<file path="config.mk">
export PLATFORM = sky130hd
export DESIGN_NAME = conf_dispatcher
export DESIGN_NICKNAME = d
export VERILOG_FILES = /design/src/rtl/conf_pkg.sv /design/src/rtl/conf_dispatcher.sv
export SDC_FILE = /design/constraint.sdc
export NUM_CORES = 1
export LEC_CHECK = 0
export ABC_AREA = 1
export CAP_MARGIN = 40
export CELL_PAD_IN_SITES_DETAIL_PLACEMENT = 2
export CELL_PAD_IN_SITES_GLOBAL_PLACEMENT = 2
export CORE_MARGIN = 8
export CORE_UTILIZATION = 32
export DETAILED_ROUTE_END_ITERATION = 7
export MAX_ROUTING_LAYER = met4
export PLACE_DENSITY = 0.94
export SLEW_MARGIN = 40
export SYNTH_ARGS = -nofsm -noshare
export SYNTH_HDL_FRONTEND = slang
export SYNTH_SLANG_ARGS = --single-unit
</file>
<file path="constraint.sdc">
create_clock -name conf_clk -period 3.05 [get_ports conf_clk]
set_clock_uncertainty 0.15 [all_clocks]
set_input_delay 0.4575 -clock conf_clk [delete_from_list [all_inputs] [get_ports conf_clk]]
set_output_delay 0.4575 -clock conf_clk [all_outputs]
set_load 0.05 [all_outputs]
</file>
<file path="src/rtl/conf_pkg.sv">
// rtl/conf_pkg.sv - shared constants for the configuration dispatcher and its slaves
package conf_pkg;

    localparam logic [2:0] ST_IDLE     = 3'd0;
    localparam logic [2:0] ST_HEADER   = 3'd1;
    localparam logic [2:0] ST_PAYLOAD  = 3'd2;
    localparam logic [2:0] ST_WAIT_ACK = 3'd3;
    localparam logic [2:0] ST_DONE     = 3'd4;
    localparam logic [2:0] ST_ERROR    = 3'd5;

    localparam logic [1:0] ERR_BAD_HEADER  = 2'd0;
    localparam logic [1:0] ERR_CONFIGURED  = 2'd1;
    localparam logic [1:0] ERR_EARLY_ACK   = 2'd2;
    localparam logic [1:0] ERR_ACK_TIMEOUT = 2'd3;

    localparam int TGT_LSB = 0;
    localparam int TGT_MSB = 2;
    localparam int CNT_LSB = 8;
    localparam int CNT_MSB = 15;

    localparam int IDLE_SEL_DEFAULT = 7;
    localparam int END_OF_STREAM_ID = IDLE_SEL_DEFAULT;
    localparam int INITIALIZER_ID   = 2;

endpackage

</file>
<file path="src/rtl/conf_dispatcher.sv">
// rtl/conf_dispatcher.sv - replays per-target configuration payloads onto the shared sel/conf_bus pair
module conf_dispatcher
    import conf_pkg::*;
#(
    parameter int CONF_WIDTH   = 16,
    parameter int SELECT_WIDTH = 3,
    parameter int NUM_TARGETS  = 7,
    parameter int IDLE_SEL     = IDLE_SEL_DEFAULT,
    parameter int ACK_TIMEOUT  = 64
) (
    input  logic                    conf_clk,
    input  logic                    reset_n,
    input  logic                    start,
    input  logic [CONF_WIDTH-1:0]   s_data,
    input  logic                    s_valid,
    output logic                    s_ready,
    input  logic [NUM_TARGETS-1:0]  conf_ack_vec,
    output logic [SELECT_WIDTH-1:0] sel,
    output logic [CONF_WIDTH-1:0]   conf_bus,
    output logic                    busy,
    output logic                    done,
    output logic                    error,
    output logic [1:0]              err_code
);

    localparam int SEL_SPAN = 1 << SELECT_WIDTH;
    localparam int CNT_W    = CNT_MSB - CNT_LSB + 1;
    localparam int TMR_W    = (ACK_TIMEOUT > 1) ? $clog2(ACK_TIMEOUT) : 1;
    localparam logic [SELECT_WIDTH-1:0] SEL_IDLE = SELECT_WIDTH'(IDLE_SEL);
    localparam logic [TMR_W-1:0]        TMR_LAST = TMR_W'(ACK_TIMEOUT - 1);

    logic [2:0]              state_q, state_d;
    logic [CNT_W-1:0]        count_q, count_d;
    logic [TMR_W-1:0]        timer_q, timer_d;
    logic [SELECT_WIDTH-1:0] tgt_q, tgt_d;
    logic [SELECT_WIDTH-1:0] sel_q, sel_d;
    logic [CONF_WIDTH-1:0]   bus_q, bus_d;
    logic                    done_q, done_d;
    logic                    error_q, error_d;
    logic [1:0]              err_q, err_d;

    // Pad the ack vector to the full select range so any header id indexes safely.
    logic [SEL_SPAN-1:0]     ack_ext;
    logic [SELECT_WIDTH-1:0] hdr_tgt;
    logic [CNT_W-1:0]        hdr_cnt;
    logic                    accept;

    assign ack_ext = SEL_SPAN'(conf_ack_vec);
    assign hdr_tgt = SELECT_WIDTH'(s_data[TGT_MSB:TGT_LSB]);
    assign hdr_cnt = s_data[CNT_MSB:CNT_LSB];
    assign accept  = s_valid && s_ready;

    assign s_ready  = (state_q == ST_HEADER) || (state_q == ST_PAYLOAD);
    assign busy     = (state_q == ST_HEADER) || (state_q == ST_PAYLOAD) || (state_q == ST_WAIT_ACK);
    assign sel      = sel_q;
    assign conf_bus = bus_q;
    assign done     = done_q;
    assign error    = error_q;
    assign err_code = err_q;

    always_comb begin
        state_d = state_q;
        count_d = count_q;
        timer_d = timer_q;
        tgt_d   = tgt_q;
        sel_d   = SEL_IDLE;
        bus_d   = bus_q;
        done_d  = done_q;
        error_d = error_q;
        err_d   = err_q;
        case (state_q)
            ST_IDLE, ST_DONE, ST_ERROR: begin
                if (start) begin
                    done_d  = 1'b0;
                    error_d = 1'b0;
                    err_d   = ERR_BAD_HEADER;
                    state_d = ST_HEADER;
                end
            end
            ST_HEADER: begin
                if (accept) begin
                    if (hdr_tgt == SEL_IDLE) begin
                        done_d  = 1'b1;
                        state_d = ST_DONE;
                    end else if (int'(hdr_tgt) >= NUM_TARGETS || hdr_cnt == '0) begin
                        error_d = 1'b1;
                        err_d   = ERR_BAD_HEADER;
                        state_d = ST_ERROR;
                    end else if (ack_ext[hdr_tgt]) begin
                        error_d = 1'b1;
                        err_d   = ERR_CONFIGURED;
                        state_d = ST_ERROR;
                    end else begin
                        tgt_d   = hdr_tgt;
                        count_d = hdr_cnt;
                        state_d = ST_PAYLOAD;
                    end
                end
            end
            ST_PAYLOAD: begin
                // The header check guaranteed ack was low, so any ack seen here rose mid-payload.
                if (ack_ext[tgt_q]) begin
                    error_d = 1'b1;
                    err_d   = ERR_EARLY_ACK;
                    state_d = ST_ERROR;
                end else if (accept) begin
                    sel_d   = tgt_q;
                    bus_d   = s_data;
                    count_d = count_q - CNT_W'(1);
                    if (count_q == CNT_W'(1)) begin
                        timer_d = '0;
                        state_d = ST_WAIT_ACK;
                    end
                end
            end
            ST_WAIT_ACK: begin
                // timer 0 is the cycle the last word is on the bus; the slave can only answer after it.
                if (timer_q != '0 && ack_ext[tgt_q]) begin
                    state_d = ST_HEADER;
                end else if (timer_q == TMR_LAST) begin
                    error_d = 1'b1;
                    err_d   = ERR_ACK_TIMEOUT;
                    state_d = ST_ERROR;
                end else begin
                    timer_d = timer_q + TMR_W'(1);
                end
            end
            default: state_d = ST_IDLE;
        endcase
    end

    always_ff @(posedge conf_clk or negedge reset_n) begin
        if (!reset_n) begin
            state_q <= ST_IDLE;
            count_q <= '0;
            timer_q <= '0;
            tgt_q   <= SEL_IDLE;
            sel_q   <= SEL_IDLE;
            bus_q   <= '0;
            done_q  <= 1'b0;
            error_q <= 1'b0;
            err_q   <= ERR_BAD_HEADER;
        end else begin
            state_q <= state_d;
            count_q <= count_d;
            timer_q <= timer_d;
            tgt_q   <= tgt_d;
            sel_q   <= sel_d;
            bus_q   <= bus_d;
            done_q  <= done_d;
            error_q <= error_d;
            err_q   <= err_d;
        end
    end

endmodule

</file>
Word level (Yosys, flattened, before mapping). Index checks and enable logic that the tools add are counted.

Muxes and demuxes: 52. Equality and inequality tests: 25. Magnitude comparators: 3. Add/sub/neg operators: 2. Bitwise operators: 4. Reduce and logical (&&, ||, !) cells: 20.

Operators with widths (count): 8-bit two-way mux (6); 3-bit two-way mux (13); 6-bit two-way mux (5); 2-bit inequality test, second input constant (9); 2-bit two-way mux (8); 8-bit case mux with 2 select lines (1); 1-bit two-way mux (12); 3-bit case mux with 4 select lines (1); 6-bit case mux with 2 select lines (1); 5-bit AND reduction (2); 3-bit equality test, second input constant (3); 3-bit by 1-bit inequality test with 1-bit output, second input constant (3); 8-bit by 1-bit equality test with 1-bit output, second input constant (1); 8-bit logical NOT (1); 3-bit by 4-bit < comparator with 1-bit output, second input constant (2); 2-bit by 1-bit inequality test with 1-bit output, second input constant (4); 2-bit case mux with 4 select lines (1); 8-bit AND reduction (1); 8-bit by 1-bit subtractor with 8-bit output, second input constant (1); 7-bit AND reduction (1); 6-bit by 1-bit adder with 6-bit output, second input constant (1); 1-bit binary-select mux with 3-bit select (2); 3-bit by 2-bit equality test with 1-bit output, second input constant (2); 6-bit equality test, second input constant (1); other kinds (16) (24).

Logic and storage cells: 115. Bits in registers: 43.

Longest topological paths before layout.
Word-level depth: 7. Gate-level depth with buffers: 11.

Least setup slack after synthesis. No wires, ideal clock.

Path kind: register to output. From: register state_q[2]. To: output s_ready. Buffers on the path: 0. Slack: 1.246 ns. Required time: 2.442 ns. Stages on the path, launching flop included: 6. Arrival time: 1.196 ns. Cells stage by stage: dfrtp_1 > nor2_4 > inv_4 > nor2_8 > inv_6 > nand2_1.

Cells in the longest elaborated chain, start to end: 2. Elaborated cells between the ends (all ways): 3.

RTL lines: from (decl) (RTL line conf_dispatcher.sv:32) `logic [2:0] state_q, state_d;`; from (signal assigned) (RTL line conf_dispatcher.sv:144) `state_q <= state_d;`; 3-bit by 1-bit equality test with 1-bit output or 3-bit by 2-bit equality test with 1-bit output (tied branches) (RTL line conf_dispatcher.sv:53) `assign s_ready = (state_q == ST_HEADER) || (state_q == ST_PAYLOAD);`; 1-bit logical OR * (RTL line conf_dispatcher.sv:53); to (decl) (RTL line conf_dispatcher.sv:16) `output logic s_ready,`.

Every way passes the cells marked *; elsewhere a longest branch is shown, timed or not.

Worst setup path in the final report. Ends and elaborated chain as after synthesis.

==> qor.csv <==
metric;value;unit
clk slew on worst S/H paths;0.09;ns
clk sinks;43;
htree depth;2;
footprint of the multi-input gates;1350;um2
Async SR Flop Fraction;100;%
crit path max fanout;14;
CP max-delay cell;clkdlybuf4s50_1;
GP Congestion;0.873;
drt drc;0;
routed len/inst;17.7;um
CP Data Required Time;2.44;ns
area of the mapped netlist;2650;um2
all-layer global routing usage;16.7;%
core region area;8130;um2
Crit Path Category;reg -> out;
Yosys reg bits;43;
final setup TNS;0;ns
Period minus WS final;2.82;ns
post-route ant nets;0;
# diodes;0;
drt first pass iters;4;
final slew viol count;0;
Die ar.;11500;um2
WHS;-0.0107;ns
sequential element share of the synthesized area;40.9;%
critical path endpoint category;output port;
Rows;33;
Final Util;41.0;%
crit path launch type;register;
initial antenna violation count;0;
vias in the first global route;2919;
Worst-Skew Late Latency;0.30;ns
Setup Fix Bufs, Post-CTS;0;
Worst Path Arrival;2.21;ns
commonest non-fill, non-tap cell in the layout;nand2_1;
max_cap viols;0;
CTS Hold Bufs;0;
layout cells sized above 1;14.2;%
starting density of the core;32.6;%
critical path's largest stage delay;0.80;ns
worst r2r src;tgt_q[1];
Root Driver;clkbuf_8;
Synth Instances;338;
R2R cell count;8;
first-pass GRT wire length;14900;um
commonest cells after routing, fill and taps aside;nand2_1 (105), clkdlybuf4s50_1 (50), inv_1 (37), dfrtp_1 (37), nand3_1 (33);
static leakage;1.58;nW
die width;107;um
RSZ-0062 raised after global routing;false;
First DRT Iteration DRCs;85;
Ports;52;
Hold Path Class;in -> async;
Post-Route WL;8820;um
final critical-path share of the clock period;92.3;%
gr ovfl total;0;
Slew @ Worst Pin;0.580;ns
# fillers;935;
Synth Net Count;369;
via count;2544;
PortBufs;51;
maximum number of pins on one net before global-route repair;44;
CTS tree;built;
Sequential Area;1080;um2
Post-CTS Resized;0;
Main synth FF type;dfrtp_1;
Hold Fails Final Rpt;12;
clock buffer depth;2;
Area Overhead vs Synth;25.9;%
Cell Pwr Density;1000;nW/um2
YS warnings;0;
Post-layout nets;423;
Slew headroom;61.0;%
setup violators final;0;
post-detail-place hpwl;6760;um
Mean Syn Cell Area;7.84;um2
status;complete, but fails checks;
Peak VDD IR;0.449;mV
cells along the critical path;nor2_4 -> inv_4 -> nor2_8 -> inv_6 -> nand2_1 -> clkdlybuf4s50_1;
violated checks;hold timing;
maximum achievable frequency;355;MHz
Die H;107;um
vias per cell;5.11;
CTS buffer count;5;
EDFF count, synth;0;
Critical Path Start;state_q[2];
Cell variety after synth;37;
==> metal layers <==
layer / track usage, % / vias up / wire, um
li1: - / 1208 / -
met1: 18.9 / 1284 / 3790
met2: 29.7 / 43 / 4640
met3: 2.64 / 9 / 276
met4: 4.12 / 0 / 108
met5: - / - / 0
==> state kept, by name (all words and copies together), names as in the netlist <==
register	cells
conf_bus	16
count_q	8
timer_q	6
sel	3
state_q	3
tgt_q	3
err_code	2
done	1
error	1
==> worst paths after layout <==
check,slack [ns],to
max,0.23,s_ready
min,-0.01,conf_bus[6]
max reg2reg,0.94,conf_bus[0]
min reg2reg,0.33,err_code[1]
max in group asynchronous,2.37,conf_bus[9]
min in group conf_clk,0.33,err_code[1]
==> logic make-up (layout without fill, tap and decap cells) <==
logic type | Yosys count | after routing | share of synthesized area [%]
flops | 43 | 43 | 40.9
simple gates | 193 | 193 | 36.4
compound gates | 47 | 47 | 11.8
buf+inv | 49 | 104 | 8.31
fa+ha+maj | 4 | 4 | 1.89
xor+xnor | 2 | 2 | 0.661
==> critical path: cells and delay by family (launching register included) <==
| kind | cells | cell delay, ns |
|---|---|---|
| flip-flops | 1 | 0.47 |
| AND/OR/NAND/NOR | 3 | 0.48 |
| buffers and inverters | 3 | 0.97 |
==> area by class of cell <==
type	instances	area share [%]
Clock inverter	1	0.150
Inverter	45	5.28
Sequential cell	43	32.5
Tap cell	105	3.94
Clock buffer	7	2.59
Multi-Input combinational cell	246	40.4
Timing Repair Buffer	51	15.2
==> report_power, final <==
part / internal (W) / switching [W]
registers: 0.000798 / 0.000202
clock network: 0.000183 / 0.000202
logic: 0.000621 / 0.00134
==> Yosys cell counts (2+ instances only) <==
| cell | n | area share [%] |
|---|---|---|
| inv_2 | 6 | 0.85 |
| nand2_4 | 3 | 1.3 |
| nand3_1 | 33 | 6.2 |
| nand3_2 | 4 | 1.5 |
| nor2_4 | 3 | 1.3 |
| xor2_1 | 2 | 0.66 |
| a21oi_1 | 3 | 0.57 |
| o21a_1 | 9 | 2.5 |
| nor2_1 | 14 | 2.0 |
| o21ai_0 | 19 | 3.6 |
| nor2_2 | 2 | 0.47 |
| nor2_8 | 2 | 1.5 |
| nand2_1 | 105 | 15 |
| ha_1 | 4 | 1.9 |
| dfrtp_1 | 37 | 35 |
| nand4_1 | 13 | 3.1 |
| o21ai_1 | 5 | 0.94 |
| inv_1 | 37 | 5.2 |
| dfstp_2 | 6 | 5.9 |
| nand2_2 | 8 | 1.9 |
| o21ai_2 | 7 | 2.3 |
==> metrics by stage <==
stage / area (um2) / instances / total power (W) / worst slack, ns
after global placement: 3240 / 490 / 0.00285 / 0.592
after floorplan: 2650 / 338 / 0.00233 / 1.25
final: 3340 / 498 / 0.00334 / 0.235
after global routing: 3340 / 498 / 0.00357 / 0.140
after CTS: 3340 / 498 / 0.00338 / 0.217
after detailed placement: 3250 / 490 / 0.00296 / 0.551
Power figures use the tool's default switching activity.
